File: config.mk
export PLATFORM = sky130hd
export DESIGN_NAME = clock_edge_monitor
export DESIGN_NICKNAME = d
export VERILOG_FILES = /design/src/rtl/clock_edge_monitor.sv
export SDC_FILE = /design/constraint.sdc
export NUM_CORES = 1
export LEC_CHECK = 0
export BUFFER_PORTS_ARGS = -buffer_cell sky130_fd_sc_hd__buf_2
export CAP_MARGIN = 40
export CORE_MARGIN = 3
export CORE_UTILIZATION = 51
export DETAILED_ROUTE_END_ITERATION = 10
export HOLD_SLACK_MARGIN = 0.1
export PLACE_DENSITY = 0.79
export SLEW_MARGIN = 15
export SYNTH_ARGS = -nofsm -noshare
export SYNTH_HDL_FRONTEND = slang
export SYNTH_SLANG_ARGS = --single-unit
File: constraint.sdc
create_clock -name clk_in -period 1.95 [get_ports clk_in]
set_clock_uncertainty 0.1 [all_clocks]
set_input_delay 0.0975 -clock clk_in [delete_from_list [all_inputs] [get_ports clk_in]]
set_output_delay 0.0975 -clock clk_in [all_outputs]
set_load 0.02 [all_outputs]
File: src/rtl/clock_edge_monitor.sv
`default_nettype none
// ============================================================================
// Module   : clock_edge_monitor
// Purpose  : Samples a slow, asynchronous divided clock in the fast clk_in
//            domain. Turns its accepted edges into one-cycle rise/fall ticks,
//            measures period and high time in clk_in cycles, counts rising
//            edges and flags loss of the monitored clock.
// Options  : GLITCH_FILTER_EN - when defined, the synchronized level must stay
//            constant for FILTER_LEN consecutive cycles before it is accepted.
//            When undefined, the last synchronizer stage is the accepted level.
// Ports    : clk_in       in   fast system clock
//            reset_n      in   asynchronous active-low reset
//            slow_clk     in   asynchronous clock being monitored
//            clear        in   synchronous clear of measurements and state
//            rise_tick    out  one-cycle pulse per accepted rising edge
//            fall_tick    out  one-cycle pulse per accepted falling edge
//            period       out  clk_in cycles between the last two rise ticks
//            high_time    out  clk_in cycles from a rise tick to the next fall
//            period_valid out  period holds a real measurement
//            clk_lost     out  no rising edge for TIMEOUT cycles
//            edge_count   out  rise tick count, wraps at 16 bits
// Revision : 1.0 - initial release
// ============================================================================
module clock_edge_monitor #(
  parameter int SYNC_STAGES = 2,
  parameter int CNT_WIDTH   = 27,
  parameter int TIMEOUT     = 100000000,
  parameter int FILTER_LEN  = 4
) (
  input  logic                 clk_in,
  input  logic                 reset_n,
  input  logic                 slow_clk,
  input  logic                 clear,
  output logic                 rise_tick,
  output logic                 fall_tick,
  output logic [CNT_WIDTH-1:0] period,
  output logic [CNT_WIDTH-1:0] high_time,
  output logic                 period_valid,
  output logic                 clk_lost,
  output logic [15:0]          edge_count
);

  localparam logic [CNT_WIDTH-1:0] c_CNT_MAX = '1;
  localparam logic [CNT_WIDTH-1:0] c_CNT_ONE = CNT_WIDTH'(1);

  typedef enum logic [1:0] {
    ST_IDLE   = 2'd0,
    ST_ARMED  = 2'd1,
    ST_LOCKED = 2'd2,
    ST_LOST   = 2'd3
  } state_t;

  // Reject configurations the synchronizer or the filter cannot support.
  generate
    if (SYNC_STAGES < 2 || FILTER_LEN < 1) begin : g_param_check
      $error("clock_edge_monitor: SYNC_STAGES must be >= 2 and FILTER_LEN >= 1");
    end
  endgenerate

  // --------------------------------------------------------------------------
  // Synchronizer: slow_clk enters at bit 0, the top bit is the safe level.
  // --------------------------------------------------------------------------
  logic [SYNC_STAGES-1:0] r_sync;
  logic                   w_sync_lvl;
  logic                   w_acc_lvl;

  always_ff @(posedge clk_in or negedge reset_n) begin
    if (!reset_n) begin
      r_sync <= '0;
    end else begin
      r_sync <= {r_sync[SYNC_STAGES-2:0], slow_clk};
    end
  end

  assign w_sync_lvl = r_sync[SYNC_STAGES-1];

`ifdef GLITCH_FILTER_EN
  // --------------------------------------------------------------------------
  // Glitch filter: r_stable counts consecutive cycles in which the
  // synchronized level disagrees with the accepted level. Once the
  // disagreement has lasted FILTER_LEN cycles the new level is taken.
  // A shorter excursion resets the count and leaves no trace.
  // --------------------------------------------------------------------------
  localparam int              c_FW        = (FILTER_LEN > 1) ? $clog2(FILTER_LEN) : 1;
  localparam logic [c_FW-1:0] c_FILT_LAST = c_FW'(FILTER_LEN - 1);
  localparam logic [c_FW-1:0] c_FILT_ONE  = c_FW'(1);

  logic [c_FW-1:0] r_stable;
  logic            r_acc;

  always_ff @(posedge clk_in or negedge reset_n) begin
    if (!reset_n) begin
      r_stable <= '0;
      r_acc    <= 1'b0;
    end else if (w_sync_lvl == r_acc) begin
      r_stable <= '0;
    end else if (r_stable == c_FILT_LAST) begin
      r_acc    <= w_sync_lvl;
      r_stable <= '0;
    end else begin
      r_stable <= r_stable + c_FILT_ONE;
    end
  end

  assign w_acc_lvl = r_acc;
`else
  assign w_acc_lvl = w_sync_lvl;
`endif

  // --------------------------------------------------------------------------
  // Edge detection against the previously accepted level. Only one level is
  // accepted per cycle, so rise and fall are mutually exclusive.
  // --------------------------------------------------------------------------
  logic r_level;
  logic w_rise;
  logic w_fall;

  assign w_rise = w_acc_lvl & ~r_level;
  assign w_fall = ~w_acc_lvl & r_level;

  // --------------------------------------------------------------------------
  // Cycle counter, measurements and lock state.
  // --------------------------------------------------------------------------
  state_t               r_state;
  logic [CNT_WIDTH-1:0] r_cnt;
  logic                 w_cnt_sat;
  logic                 w_timeout;
  logic                 w_measuring;

  assign w_cnt_sat   = (r_cnt == c_CNT_MAX);
  // Widened compare: a TIMEOUT beyond the counter range can never be reached,
  // because the counter saturates instead of wrapping.
  assign w_timeout   = (64'(r_cnt) >= 64'(TIMEOUT));
  // High time is only meaningful once a rise tick has anchored the counter
  // and the monitored clock has not been declared lost.
  assign w_measuring = (r_state == ST_ARMED) || (r_state == ST_LOCKED);

  always_ff @(posedge clk_in or negedge reset_n) begin
    if (!reset_n) begin
      r_state      <= ST_IDLE;
      r_level      <= 1'b0;
      r_cnt        <= '0;
      rise_tick    <= 1'b0;
      fall_tick    <= 1'b0;
      period       <= '0;
      high_time    <= '0;
      period_valid <= 1'b0;
      clk_lost     <= 1'b0;
      edge_count   <= '0;
    end else begin
      // The previous level keeps following the accepted level even during
      // clear, so an edge discarded by clear is not re-detected afterwards.
      r_level <= w_acc_lvl;

      if (clear) begin
        r_state      <= ST_IDLE;
        r_cnt        <= '0;
        rise_tick    <= 1'b0;
        fall_tick    <= 1'b0;
        period       <= '0;
        high_time    <= '0;
        period_valid <= 1'b0;
        clk_lost     <= 1'b0;
        edge_count   <= '0;
      end else begin
        rise_tick <= w_rise;
        fall_tick <= w_fall;

        if (w_rise) begin
          r_cnt      <= c_CNT_ONE;
          edge_count <= edge_count + 16'd1;
        end else if (!w_cnt_sat) begin
          r_cnt <= r_cnt + c_CNT_ONE;
        end

        if (w_fall && w_measuring) begin
          high_time <= r_cnt;
        end

        case (r_state)
          ST_IDLE: begin
            // No timeout here: loss is only meaningful after a first edge.
            if (w_rise) begin
              r_state <= ST_ARMED;
            end
          end
          ST_ARMED: begin
            if (w_rise) begin
              r_state      <= ST_LOCKED;
              period       <= r_cnt;
              period_valid <= 1'b1;
            end else if (w_timeout) begin
              r_state      <= ST_LOST;
              clk_lost     <= 1'b1;
              period_valid <= 1'b0;
            end
          end
          ST_LOCKED: begin
            if (w_rise) begin
              period <= r_cnt;
            end else if (w_timeout) begin
              r_state      <= ST_LOST;
              clk_lost     <= 1'b1;
              period_valid <= 1'b0;
            end
          end
          ST_LOST: begin
            // Period and high time keep their last values; a returning
            // clock must show two rises again before period is trusted.
            if (w_rise) begin
              r_state  <= ST_ARMED;
              clk_lost <= 1'b0;
            end
          end
          default: begin
            r_state <= ST_IDLE;
          end
        endcase
      end
    end
  end

endmodule
`default_nettype wire

---- Yosys cells after proc, flatten, opt, wreduce, memory -nomap -nowiden ----
Cells that the tools add are included.
storage, ports and cells
  register bits after elaboration ......... 106
  latch bits .............................. 0
  bits in writable memories ............... 0
  bits in read-only memories .............. 0
  bits of input ports ..................... 4
  output and inout port bits .............. 74
  word-level logic and storage cells ...... 70
  memories ................................ 0
operators by class
  add/subtract/negate cells ............... 2
  multiply operators ...................... 0
  div/mod/pow operators ................... 0
  $lt $le $gt $ge ......................... 1
  equality and inequality tests ........... 10
  shift operators ......................... 0
  mux-type cells .......................... 28
  bitwise logic cells ..................... 4
  reductions and logical operators ........ 14
operators by type and width
  operator                 count
  $mux W27                 8
  $mux W16                 2
  $add A27 B1 Y27 const B  1
  $eq A27 B27 Y1 const B   1
  $ge A27 B27 Y1 const B   1
  $add A16 B1 Y16 const B  1
  $ne A3 B3 Y1 const B     4
  $mux W1                  10
  $mux W2                  5
  $ne A3 B1 Y1 const B     2
  $pmux W2 S3              1
  $reduce_and A2 Y1        3
  $reduce_bool A2 Y1       3
  $reduce_bool A3 Y1       2
  $eq A2 B2 Y1 const B     2
  $pmux W1 S2              2
  $reduce_and A4 Y1        1
  $reduce_or A2 Y1         2
  $and A1 B1 Y1            2
  $eq A2 B1 Y1 const B     1
  $logic_not A2 Y1         1
  $not A1 Y1               2
  $logic_and A1 B1 Y1      1
  $logic_or A1 B1 Y1       1

---- Depth between registers and ports, before layout ----
  word-level depth ........................ 5
  depth in mapped cells ................... 7
  mapped depth without buffers ............ 6

---- Worst setup path before layout ----
Ideal clock, no wire load.
  path kind ............................... reg2reg
  from .................................... register r_cnt[8]
  to ...................................... register r_cnt[1]
  library setup time ...................... 0.132 ns
  data arrival time ....................... 1.719 ns
  data required time ...................... 1.718 ns
  setup slack ............................. -0.001 ns
  stages on the path, launching flop included .. 7
  path buffers ............................ 1
  clock period less this slack ............ 1.951 ns
  path through ............................ dfrtp_1 > nand4_4 > or4_4 > buf_6 > nor3_4 > mux2i_1 > nor2_1
on the way
  cells in the longest elaborated chain, start to end .. 2
ends and longest elaborated chain
  what                      line  source
  start: declaration        125   logic [CNT_WIDTH-1:0] r_cnt;
  start signal: assignment  170   r_cnt <= c_CNT_ONE;
  start signal: assignment  173   r_cnt <= r_cnt + c_CNT_ONE;
  $eq A27 B27 Y1            130   assign w_cnt_sat = (r_cnt == c_CNT_MAX);
  $ne A3 B3 Y1 (no line)    -
No other way between the ends.
A chain may end at the register's enable or synchronous reset.

---- Worst setup path after layout ----
  from .................................... register r_cnt[7]
  to ...................................... register r_cnt[1]
The elaborated chain is that of the path after synthesis.

==> impl_results.md <==
* Wire per inst at 15.9 um
* Critical Path Stages at 5
* Setup crit start kind: flop
* Slew @ Worst Pin at 664 ps
* Initial drt markers at 211
* Yosys Warn Count at 0
* Worst path max stage delay at 600 ps
* Post-synth net total at 509
* Max-slew violations at 0
* Drt first pass iters at 5
* Die extent in y at 103 um
* LEAKAGE at 2.89 nW
* CTS sink cnt at 106
* RSZ-0062 raised after global routing: yes
* Main combinational cell family by area after synthesis: simple AND/OR/NAND/NOR gates
* Register area share after synthesis at 0.552
* Syn avg cell area at 9.63 um^2
* Final setup fails at 0
* Diodes inserted at 0
* Cell row count at 34
* Top delay family on crit path: simple AND/OR/NAND/NOR gates
* GRT Overall Usage at 0.216
* Fill cell count at 648
* Largest net degree at the start of global routing at 67
* Cell Chain, Critical Path: nand4_4 -> or4_4 -> nor3_4 -> mux2i_1 -> nor2_1
* Placer Congestion at 0.887
* Tot Pwr at 4.07 mW
* Post-Synth XOR/XNOR Area at 0.0492
* CTS Buf Count at 9
* Maximum VDD drop at 0.384 mV
* Yosys reg bits at 106
* Pwr Density at 667 nW/um^2
* Vias in the first global route at 3849
* Hold Slack at 202 ps
* Relative slew slack at 0.554
* R2r worst-path depth at 5
* Slowest cell on crit path: or4_4
* Max_cap viols at 0
* Run status: finished, final reports clean
* Crit end category: flop
* Die ar. at 10600 um^2
* Synth cell types at 47
* Nets at 636
* Crit path buf inv count at 0
* DP HPWL at 8.04 mm
* Design area at 6100 um^2
* Synthesized instance count at 499
* P&R area growth vs syn at 26.9%
* Worst-path clk slew at 110 ps
* Most common cell after layout, fill and taps aside: dfrtp_1
* Mux contribution to synthesized area at 0.00208
* Prevailing post-synth register cell: dfrtp_1
* Via-to-Cell Ratio at 5.64
* Crit path kind: flop to flop
* Critical-path maximum fanout at 5
* Setup TNS at 0 ps
* PortBufs at 77
* CP arrival at 2080 ps
* CTS max path bufs at 2
* Area after DPL at 5620 um^2
* Post-synthesis async set-or-reset flop share at 1.00
* Final Core Density at 0.683
* First-pass GRT wire length at 18.3 mm
* Antenna violations before repair at 0
* Req. time, crit path at 2100 ps
* Period utilisation layout at 0.993
* Layout cells sized above 1 at 0.284
* Fmax at 516 MHz
* Die W at 103 um
* Post-synthesis compound-gate area fraction at 0.119
* Drt drc at 0
* Vias at 4161
* Clk root buf: clkbuf_8
* ANT nets after route at 0
* Initial Util at 0.538
* Detailed Route WL at 11.7 mm
* Core area at 8930 um^2
* Cell area after synthesis at 4810 um^2
* Post-synth EDFFs at 0
* Total gr overflow at 0
* Synth Area in Adders at 0.0156
* CTS tree: yes
* Final hold vios at 0
* Minimum clock period after layout at 1940 ps
* H-tree depth at 3
* Hold crit path type: input port to async pin
* Simple-Gate Fraction of Synth Area at 0.238
* Worst-skew pair later-pin latency at 360 ps
* Most frequent cells in the layout: 99 x dfrtp_1, 78 x nand2_1, 76 x buf_2
* Num ports at 78
-- synth_stat cells (all sizes together) (4+ instances only) --
cell type	count	area share
clkbuf	19	0.015
a21oi	13	0.014
o211ai	5	0.0078
dfrtp	106	0.55
and3	5	0.0065
xor2	18	0.033
nand3	13	0.014
or3	7	0.0091
xnor2	9	0.016
nor4	6	0.0091
a31oi	5	0.0065
ha	6	0.016
nor2	52	0.041
o21ai	63	0.066
nor3	11	0.014
or4	5	0.0086
o31ai	4	0.0062
inv	7	0.0055
nand4	11	0.019
nand2b	30	0.039
nand2	78	0.061
-- flip-flops by register name, indices dropped and copies added (netlist names) --
name,cells
period_valid,1
r_cnt,27
r_level,1
period,27
edge_count,16
r_state,2
high_time,27
r_sync,2
clk_lost,1
rise_tick,1
fall_tick,1
-- final cells by class --
class,instances,area [um^2],share of cell area
well taps,108,135,0.0221
repair buffers,136,893,0.146
multi-input cells,366,2190,0.358
flip-flops and latches,106,2660,0.436
clock inverters,6,75.1,0.0123
inverters,7,26.3,0.00431
clock buffers,9,124,0.0203
-- worst paths after layout --
path / start / endpoint / slack (ps)
worst max-delay path: r_cnt[7] / r_cnt[1] / 10
worst min-delay path: reset_n / period[1] / 200
worst max register to register: r_cnt[7] / r_cnt[1] / 10
worst min register to register: r_sync[0] / r_sync[1] / 260
max in group asynchronous: reset_n / r_state[1] / 690
min in group clk_in: r_sync[0] / r_sync[1] / 260
-- where the power goes --
part	internal (mW)	leakage, nW	total, mW	switching, mW
combinational	0.166	1.33	0.447	0.281
sequential	2.23	1.46	2.25	0.0241
clock	0.605	0.0978	1.37	0.764
-- metrics by stage --
stage,cells,worst slack (ps)
after CTS,725,0.551
after detailed placement,705,-78.2
after floorplan,499,3.28
final,738,13.8
after global placement,703,-21.2
after global routing,738,-83.2
-- logic make-up after synthesis --
group / after synthesis
AO/OA/AOI/OAI: 100
flip-flops: 106
AND/OR/NAND/NOR: 230
buffers and inverters: 29
adder cells (fa/ha/maj): 6
XOR/XNOR: 27
multiplexers: 1
-- worst register-to-register path: cells and delay by family, from the launching register on --
kind	cells	cell delay, ps
and+or+nand+nor	4	1100
DFF	1	430
muxes	1	220
-- what timing repair did --
action,in CTS,in global routing
endpoints found under the hold margin,110,0
setup buffers,1,10
pin swaps,1,8
hold buffers,4,0
cloned,0,2
setup endpoints to repair,7,17
gates resized for setup,6,19
-- metal layers --
metal	track usage	vias to the layer above	wire length [um]	part of all wire
li1	-	1976	-	-
met1	0.301	2056	5210	0.44
met2	0.356	121	5870	0.50
met3	0.0264	8	523	0.045
met4	0.0627	0	122	0.010
met5	0	-	0	0
Note: power is estimated with default switching activity, not from simulation.
